--- src/rtl/ysyx_23060221_lsu.sv ---
// ============================================================================
// Module   : ysyx_23060221_lsu
// Brief    : Load/store unit. It takes one request per transaction from the
//            execute stage, runs a req/gnt/rvalid memory handshake and hands
//            the result to writeback. The optional build macro
//            LSU_MISALIGN_CHK_EN enables the misaligned-access check.
// Revision : 1.0 - initial release
// ============================================================================
`default_nettype none

module ysyx_23060221_lsu (
    input  logic        clk,
    input  logic        rst,
    input  logic        EXU_valid,
    output logic        LSU_ready,
    input  logic [31:0] res,
    input  logic [31:0] wdata,
    input  logic        memread,
    input  logic        memwrite,
    input  logic [2:0]  funct3,
    input  logic        memtoreg,
    input  logic        regw,
    output logic        LSU_valid,
    input  logic        WBU_ready,
    output logic [31:0] res_o,
    output logic [31:0] dataout,
    output logic        memtoreg_o,
    output logic        regw_o,
    output logic        mem_req,
    output logic        mem_we,
    output logic [31:0] mem_addr,
    output logic [31:0] mem_wdata,
    output logic [3:0]  mem_wmask,
    input  logic        mem_gnt,
    input  logic        mem_rvalid,
    input  logic [31:0] mem_rdata,
    output logic        misalign
);

    typedef enum logic [1:0] {
        IDLE = 2'd0,
        REQ  = 2'd1,
        WAIT = 2'd2,
        DONE = 2'd3
    } state_t;

    state_t      state_q, state_d;
    logic [31:0] res_q, res_d;
    logic [31:0] wdata_q, wdata_d;
    logic [31:0] data_q, data_d;
    logic [2:0]  funct3_q, funct3_d;
    logic        rd_q, rd_d;
    logic        we_q, we_d;
    logic        memtoreg_q, memtoreg_d;
    logic        regw_q, regw_d;
    logic        misalign_q, misalign_d;

    logic [1:0]  w_a;
    logic [31:0] w_shifted;
    logic [31:0] w_load_ext;
    logic [3:0]  w_mask;
    logic        w_in_misaligned;

    assign w_a       = res_q[1:0];
    assign w_shifted = mem_rdata >> {w_a, 3'b000};

    always_comb begin
        w_load_ext = w_shifted;
        case (funct3_q)
            3'b000:  w_load_ext = {{24{w_shifted[7]}},  w_shifted[7:0]};
            3'b001:  w_load_ext = {{16{w_shifted[15]}}, w_shifted[15:0]};
            3'b100:  w_load_ext = {24'd0, w_shifted[7:0]};
            3'b101:  w_load_ext = {16'd0, w_shifted[15:0]};
            default: w_load_ext = w_shifted;
        endcase
    end

    // The 4-bit shift drops any lane that would fall beyond byte 3.
    always_comb begin
        w_mask = 4'b1111;
        case (funct3_q)
            3'b000:  w_mask = 4'b0001 << w_a;
            3'b001:  w_mask = 4'b0011 << w_a;
            default: w_mask = 4'b1111;
        endcase
    end

`ifdef LSU_MISALIGN_CHK_EN
    assign w_in_misaligned = (((funct3 == 3'b001) || (funct3 == 3'b101)) && res[0])
                           || ((funct3 == 3'b010) && (res[1:0] != 2'b00));
`else
    assign w_in_misaligned = 1'b0;
`endif

    always_comb begin
        state_d    = state_q;
        res_d      = res_q;
        wdata_d    = wdata_q;
        data_d     = data_q;
        funct3_d   = funct3_q;
        rd_d       = rd_q;
        we_d       = we_q;
        memtoreg_d = memtoreg_q;
        regw_d     = regw_q;
        misalign_d = misalign_q;
        case (state_q)
            IDLE: begin
                if (EXU_valid) begin
                    res_d      = res;
                    wdata_d    = wdata;
                    data_d     = 32'd0;
                    funct3_d   = funct3;
                    rd_d       = memread;
                    // A simultaneous read and write request is a load.
                    we_d       = memwrite & ~memread;
                    memtoreg_d = memtoreg;
                    regw_d     = regw;
                    misalign_d = 1'b0;
                    if (memread | memwrite) begin
                        if (w_in_misaligned) begin
                            misalign_d = 1'b1;
                            state_d    = DONE;
                        end else begin
                            state_d    = REQ;
                        end
                    end else begin
                        state_d = DONE;
                    end
                end
            end
            REQ: begin
                if (mem_gnt) begin
                    state_d = WAIT;
                end
            end
            WAIT: begin
                if (mem_rvalid) begin
                    if (rd_q) begin
                        data_d = w_load_ext;
                    end
                    state_d = DONE;
                end
            end
            DONE: begin
                if (WBU_ready) begin
                    state_d = IDLE;
                end
            end
            default: state_d = IDLE;
        endcase
    end

    always_ff @(posedge clk or negedge rst) begin
        if (!rst) begin
            state_q    <= IDLE;
            res_q      <= 32'd0;
            wdata_q    <= 32'd0;
            data_q     <= 32'd0;
            funct3_q   <= 3'd0;
            rd_q       <= 1'b0;
            we_q       <= 1'b0;
            memtoreg_q <= 1'b0;
            regw_q     <= 1'b0;
            misalign_q <= 1'b0;
        end else begin
            state_q    <= state_d;
            res_q      <= res_d;
            wdata_q    <= wdata_d;
            data_q     <= data_d;
            funct3_q   <= funct3_d;
            rd_q       <= rd_d;
            we_q       <= we_d;
            memtoreg_q <= memtoreg_d;
            regw_q     <= regw_d;
            misalign_q <= misalign_d;
        end
    end

    assign LSU_ready  = (state_q == IDLE);
    assign LSU_valid  = (state_q == DONE);
    assign res_o      = res_q;
    assign dataout    = data_q;
    assign memtoreg_o = memtoreg_q;
    assign regw_o     = regw_q & ~misalign_q;
    assign misalign   = misalign_q & (state_q == DONE);

    // Memory-side outputs are driven only while the request is outstanding.
    assign mem_req   = (state_q == REQ);
    assign mem_we    = mem_req & we_q;
    assign mem_addr  = mem_req ? {res_q[31:2], 2'b00} : 32'd0;
    assign mem_wdata = mem_we ? (wdata_q << {w_a, 3'b000}) : 32'd0;
    assign mem_wmask = mem_we ? w_mask : 4'd0;

endmodule

`default_nettype wire

--- config.mk ---
export PLATFORM = sky130hd
export DESIGN_NAME = ysyx_23060221_lsu
export DESIGN_NICKNAME = d
export VERILOG_FILES = /design/src/rtl/ysyx_23060221_lsu.sv
export SDC_FILE = /design/constraint.sdc
export NUM_CORES = 1
export LEC_CHECK = 0
export BUFFER_PORTS_ARGS = -buffer_cell sky130_fd_sc_hd__buf_4
export CELL_PAD_IN_SITES_DETAIL_PLACEMENT = 0
export CELL_PAD_IN_SITES_GLOBAL_PLACEMENT = 1
export CORE_ASPECT_RATIO = 1.5
export CORE_MARGIN = 2
export CORE_UTILIZATION = 32
export CTS_CLUSTER_SIZE = 30
export DETAILED_ROUTE_END_ITERATION = 10
export HOLD_SLACK_MARGIN = 0.1
export PLACE_DENSITY = 0.78
export SYNTH_ARGS = -nofsm -noshare
export SYNTH_HDL_FRONTEND = slang
export SYNTH_SLANG_ARGS = --single-unit
--- constraint.sdc ---
create_clock -name clk -period 1.8 [get_ports clk]
set_clock_uncertainty 0.2 [all_clocks]
set_input_delay 0.09 -clock clk [delete_from_list [all_inputs] [get_ports clk]]
set_output_delay 0.09 -clock clk [all_outputs]
set_load 0.1 [all_outputs]
## Yosys cells after proc, flatten, opt, wreduce, memory -nomap -nowiden

Index checks and enable logic that the tools add are counted.

- Equality and inequality tests: 11
- Shift-type cells: 4
- Muxes and demuxes: 15
- Bitwise logic cells: 4
- Reduce and logical (&&, ||, !) cells: 6

Operator list:

| operator | number |
|---|---|
| 32-bit 2-to-1 mux | 5 |
| 32-bit one-hot mux with 4 select lines | 1 |
| 32-bit one-hot mux with 2 select lines | 1 |
| 32-bit by 5-bit << shifter with 32-bit output | 1 |
| 32-bit by 5-bit right shift with 32-bit output | 1 |
| 2-bit 2-to-1 mux | 5 |
| 2-bit one-hot mux with 4 select lines | 1 |
| 4-bit one-hot mux with 2 select lines | 1 |
| 4-bit AND reduction | 2 |
| 3-bit equality test, second input constant | 2 |
| 2-bit != test, second input constant | 3 |
| 2-bit equality test, second input constant | 2 |
| 4-bit 2-to-1 mux | 1 |
| 2-bit by 1-bit != test with 1-bit output, second input constant | 2 |
| 1-bit by 2-bit << shifter with 4-bit output, first input constant | 1 |
| 2-bit by 2-bit << shifter with 4-bit output, first input constant | 1 |
| 3-bit by 1-bit equality test with 1-bit output, second input constant | 1 |
| 3-bit logical NOT | 1 |
| 1-bit bitwise AND | 2 |
| 2-bit by 1-bit equality test with 1-bit output, second input constant | 1 |
| 2-bit logical NOT | 1 |
| 2-bit AND reduction | 1 |
| 2-bit nonzero test | 1 |
| 1-bit NOT | 1 |
| 1-bit bitwise OR | 1 |

- Register bits after elaboration: 105
- Input bits: 109
- Output and inout port bits: 139
- Logic and storage cells: 49

## Depth between registers and ports, before layout

Gate-level depths: netlist of the first run.

- Depth after elaboration: 5
- Gate-level depth with buffers: 8
- Gate-level depth less buffers: 6

## Worst setup path after synthesis of the first run

Ideal clock, no wire load.

- Path type: register to output
- Start point: reg res_q[0], in the netlist res_o[0]
- End point: out mem_wdata[27]
- Arrival time: 4.063 ns
- Data required time: 1.510 ns
- Slack: -2.553 ns
- Stages on the path, launching flop included: 6
- Buffers on the path: 3
- Path through: dfrtp_1 -> buf_4 -> buf_2 -> clkbuf_1 -> a211oi_1 -> a211oi_1

- Word-level cells in the longest chain between the ends: 2

Ends and longest elaborated chain:

| item | line | text |
|---|---|---|
| start, declared | 48 | `logic [31:0] res_q, res_d;` |
| start signal, assigned | 167 | `res_q <= res_d;` |
| 32-bit by 5-bit << shifter with 32-bit output | 191 | `assign mem_wdata = mem_we ? (wdata_q << {w_a, 3'b000}) : 32'd0;` |
| 32-bit 2-to-1 mux | 191 |  |
| end, declared | 32 | `output logic [31:0] mem_wdata,` |

No other way between the ends.

## Final worst setup path of the first run

- Start point: reg res_q[1], in the netlist res_o[1]
- End point: out mem_wdata[31]

The elaborated chain is that of the path after synthesis.

==> impl_metrics.toml, run 1 <==
[status]
outcome = "finished with violations"
violations = "negative setup slack"

[timing]
finalHoldViolations = 0
hold_ws_ns = 0.191
setup_ws_ns = -0.425
rsz0062_at_grt = "true"
post-route-min-period_ns = 2.23
post-route-period-util = 1.24
fmax_mhz = 449
drv_slew = 0
setup_viol = 174

[place]
place_hpwl_um = 13600
dp_cells = 954
io_buffers = 244
pre_cts_ws_ns = -0.283
gp_congestion = 0.844

[grt]
grt.overflow.total = 0
antenna_found_initial = 2
first_global_vias = 6346
grt_pass1_wl_um = 35100
grt_max_degree = 34
grt_use_total = 0.246

[die]
die_y_um = 164
std_cell_rows = 58
die_w_um = 110
start_util = 0.326
dieArea_um2 = 18100
io_pins = 248
core_area_um2 = 16700

[clock_tree]
clk_pin_slew_ns = 0.08
htree_levels = 3
cts_tree = "yes"
clk_path_buf_depth = 2
clk_latency_ns = 0.35
numCtsBuffers = 9
cts-root-buf = "clkbuf_16"
clock_sink_count = 105

[cells_and_area]
syn_to_final_growth_pct = 117
final_cell_mix = "212 x buf_4, 108 x dlygate4sd3_1, 103 x dfrtp_1"
nNetsFinal = 1019
drive_gt1_frac = 0.621
stdcell_count = 1123
final_common_cell = "buf_4"

[synth]
yosysSeqAreaShare = 0.483
syn_area_um2 = 5440
synth_async_sr_flop_share = 1.00
synthCells = 488
avgSynthCellArea_um2 = 11.1
synthFlopType = "dfrtp_1"
ys_seq_elements = 105
ys_warn_count = 0
synth-edff-count = 0
yosysUniqueCellTypes = 39

[drt]
drtIter0Drc = 231
num_vias = 5672
finalWirelength_um = 23500
detail_route.wl_per_cell_um = 20.9
drcViolationCount = 0
via_per_inst = 5.05
drtAntennaViolNets = 0
firstDrtPassIters = 6

[setup_path]
critPathKind = "reg -> out"
critPathCaptureType = "output pin"
arrival_ns = 1.94
crit_fanout = 9
cp-start-kind = "flip-flop"
worstPathRequired_ns = 1.51

[job]
maxCapViolCount = 0

[hold_path]
hold_path_class = "in -> reg"
==> critical path: stages (launching register included) <==
cell and delay, ns:
dfrtp_4 0.51, buf_4 0.20, nor2b_1 0.14, a211oi_1 0.08, buf_4 0.16, a211oi_4 0.26
buf_12 0.21
==> state kept, by name (all words and copies together), names as in the netlist <==
signal,cells
memtoreg_o,1
funct3_q,3
res_o,32
wdata_q,32
we_q,1
dataout,32
rd_q,1
state_q,2
regw_q,1
==> layout make-up <==
class,count,area (um2)
diodes,2,5.00
clock buffers,9,225
clock inverters,7,85.1
fillers,1078,4880
inverters,4,18.8
multi-input cells,341,3550
flip-flops and latches,105,2640
well taps,210,263
repair buffers,445,5040
==> repair_timing <==
item                                    4_1_cts  5_1_grt
hold buffers                                108        1
endpoints found under the hold margin       209       16
endpoints found under the setup margin      173      192
buffers inserted                             20       20
gates cloned                                  8        5
pin swaps                                    31       26
resized for setup                           306       88
==> cells by family (layout without fill, tap and decap cells) <==
kind of cell | count (synthesis) | after routing | synth area share
AND/OR/NAND/NOR | 132 | 132 | 0.134
multiplexers | 112 | 112 | 0.226
flip-flops | 105 | 105 | 0.483
AO/OA/AOI/OAI | 89 | 89 | 0.106
buffers and inverters | 44 | 465 | 0.0384
adder cells (fa/ha/maj) | 4 | 4 | 0.00921
other | 1 | 5 | 0.000690
XOR/XNOR | 1 | 1 | 0.00161
==> cells in the mapped netlist (2+ instances only) <==
cell type / count / area share
clkbuf_1: 22 / 0.015
or2_2: 3 / 0.0035
inv_1: 4 / 0.0028
dfrtp_1: 105 / 0.48
ha_1: 4 / 0.0092
mux2i_1: 33 / 0.061
a211oi_1: 16 / 0.022
mux2_2: 78 / 0.16
buf_4: 4 / 0.0055
buf_2: 11 / 0.010
a221o_1: 16 / 0.029
a21oi_1: 29 / 0.027
nand2b_1: 3 / 0.0035
o21ai_1: 5 / 0.0046
buf_6: 2 / 0.0041
o21ai_0: 19 / 0.017
nor2b_1: 12 / 0.014
nand3b_1: 7 / 0.0097
nor2_1: 37 / 0.026
nand2_1: 22 / 0.015
and2_1: 38 / 0.044
==> routing by layer <==
metal	part of all wire	GRT usage	wire, um
met5	0	0	0
met4	0.032	0.0966	762
met3	0.054	0.0438	1270
met2	0.56	0.473	13100
met1	0.36	0.267	8360
==> metrics by stage <==
stage	util	cell area [um2]	setup TNS (ns)
CTS	0.681	11400	-33.02
floorplan	-	6090	-23.17
detailed placement	0.499	8320	-15.18
global placement	0.499	8320	-12.21
finish	0.708	11800	-49.20
global route	0.708	11800	-59.45
==> path summary, 6_finish.rpt <==
| path | depth (start not counted) | slack [ns] | start | to |
|---|---|---|---|---|
| worst max-delay path | 6 | -0.43 | res_o[1]$_DFFE_PN0P_ | mem_wdata[31] |
| worst min-delay path | 5 | 0.19 | WBU_ready | state_q[1]$_DFFE_PN0P_ |
| worst max register to register | 11 | -0.35 | state_q[1]$_DFFE_PN0P_ | wdata_q[23]$_DFFE_PN0P_ |
| worst min register to register | 2 | 0.28 | dataout[5]$_DFFE_PN0P_ | dataout[5]$_DFFE_PN0P_ |
| max in group asynchronous | 4 | 0.35 | rst | res_o[3]$_DFFE_PN0P_ |
| min in group asynchronous | 3 | 0.53 | rst | wdata_q[25]$_DFFE_PN0P_ |
Power of run 1 is not shown: default switching activity piles up to over one toggle a cycle in this logic, so the estimate is an artifact.
==> run 2, diff against run 1 <==
--- a/constraint.sdc
+++ b/constraint.sdc
@@ -3,3 +3,3 @@
 set_input_delay 0.09 -clock clk [delete_from_list [all_inputs] [get_ports clk]]
 set_output_delay 0.09 -clock clk [all_outputs]
-set_load 0.1 [all_outputs]
+set_load 0.02 [all_outputs]
==> run 2 against run 1 <==
The flow still finishes with violations (negative setup slack). Non-clock buffer count shrank 20. Count of clock-buffer cells in the layout is 2 higher. Utilization decreased by 8.9 points. Global-route usage fell by 3.7 points. First-iteration DRC count is 6.5% higher. Highest routed layer unchanged.
==> impl_metrics.toml, run 2 (synthesized netlist as in run 1, its figures left out) <==
[status]
outcome = "finished with violations"
violations = "negative setup slack"

[setup_path]
crit_fanout = 8
slowest_stage = "dfrtp_1"
critPathCaptureType = "output pin"
arrival_ns = 1.83
cp-start-kind = "flip-flop"
worstPathRequired_ns = 1.51
critPathKind = "reg -> out"
path_delay_family = "simple AND/OR/NAND/NOR gates"
cp_cell_sequence = "buf_6, ha_4, nand2_4, or2_4, nor2_4, and2_4, buf_6"
timing.critical_path.mode_cell = "buf_6"
worst-path-buf-inv = 2
max_stage_delay_ns = 0.37

[place]
io_buffers = 244
place_hpwl_um = 13500
gp_congestion = 0.916
postPlaceCellArea_um2 = 8110
pre_cts_ws_ns = -0.231
dp_cells = 956

[die]
die_w_um = 110
std_cell_rows = 58
start_util = 0.326
core_area_um2 = 16700
die_y_um = 164
io_pins = 248
dieArea_um2 = 18100

[timing]
fmax_mhz = 473
rsz0062_at_grt = "true"
fin_tns_setup_ns = -16.41
setup_ws_ns = -0.316
post-route-period-util = 1.18
finalHoldViolations = 0
drv_slew = 0
hold_ws_ns = 0.112
post-route-min-period_ns = 2.12
setup_viol = 101

[clock_tree]
clk_pin_slew_ns = 0.07
clock_sink_count = 105
cts-root-buf = "clkbuf_16"
cts_tree = "yes"
htree_levels = 3
clk_path_buf_depth = 2
numCtsBuffers = 9
clk_latency_ns = 0.34

[drt]
drcViolationCount = 0
num_vias = 5462
wl_met2_um = 11300
wirelength_met1_um = 7170
finalWirelength_um = 20100
drtIter0Drc = 246
firstDrtPassIters = 4
wl_met3_um = 1000
drtAntennaViolNets = 0
via_per_inst = 4.96
top_layer = "met4"
detail_route.wl_per_cell_um = 18.3

[hold_path]
hold_path_class = "in -> reg"

[power]
powerDensity_nw_per_um2 = 1700
switchingPower_mw = 7.23
combPwrFrac = 0.618
ir_worst_vdd_mv = 0.991
p_leak_nw = 4.78
p_int_mw = 10.3
pwr-share-clk = 0.124
total_power_mw = 17.6
swShare = 0.412
seqPwrFrac = 0.258

[cells_and_area]
post-route-util = 0.618
final_common_cell = "buf_4"
syn_to_final_growth_pct = 89.9
nNetsFinal = 999
final_cell_mix = "260 x buf_4, 107 x dlygate4sd3_1, 103 x dfrtp_1"
drive_gt1_frac = 0.587
stdcell_count = 1101
finish.instance_area_um2 = 10300
fillers = 1304

[grt]
grt_use_total = 0.209
antenna_found_initial = 0
first_global_vias = 5793
grt_pass1_wl_um = 30200
grt_max_degree = 33
grt.overflow.total = 0

[job]
maxCapViolCount = 0
-- run 2: metal layers --
layer	up-vias	global-route usage
met5	-	0
met4	0	0.0926
met3	47	0.0430
met2	195	0.403
met1	2704	0.218
li1	2516	-
-- run 2: what timing repair did --
item	in CTS	in global routing
hold buffers	107	0
gates cloned	2	4
endpoints found under the setup margin	100	171
pin swaps	26	28
buffers inserted	9	9
endpoints found under the hold margin	209	0
gates resized for setup	72	66
-- run 2: cell type report --
type	count	area, um2	share of cell area
timing repair buffer	425	3880	0.376
clock inverter	4	76.3	0.00739
antenna	1	2.50	0.000242
multi-input combinational	341	3200	0.310
clock buffer	11	253	0.0245
inverter	4	17.5	0.00170
sequential	105	2630	0.255
tap	210	263	0.0255
-- run 2: power groups by stage --
stage | Clock (mW) | Combinational (mW) | Sequential [mW]
2_1_floorplan | 0 | 4.75 | 5.01
3_3_place_gp | 0 | 8.83 | 4.41
3_5_place_dp | 0 | 9.00 | 4.47
4_1_cts | 2.25 | 9.99 | 4.44
5_1_grt | 2.32 | 11.5 | 4.69
6_report | 2.17 | 10.9 | 4.54
-- run 2: worst paths after layout --
check / startpoint / to / slack [ns] / cells past startpoint
setup reg to reg: state_q[0]$_DFFE_PN0P_ / dataout[29]$_DFFE_PN0P_ / -0.26 / 8
hold / removal: EXU_valid / we_q$_DFFE_PN0P_ / 0.11 / 5
hold reg to reg: dataout[5]$_DFFE_PN0P_ / dataout[5]$_DFFE_PN0P_ / 0.29 / 2
setup / recovery: state_q[0]$_DFFE_PN0P_ / mem_wdata[0] / -0.32 / 7
min in group asynchronous: rst / dataout[0]$_DFFE_PN0P_ / 0.59 / 3
max in group asynchronous: rst / wdata_q[5]$_DFFE_PN0P_ / 0.17 / 4
-- run 2: worst min-delay path, stage by stage --
cell and delay (ns):
buf_4 0.14, nand2_8 0.08, buf_12 0.16, nand2_1 0.07, o21ai_0 0.06
Note: power is estimated with default switching activity, not from simulation.
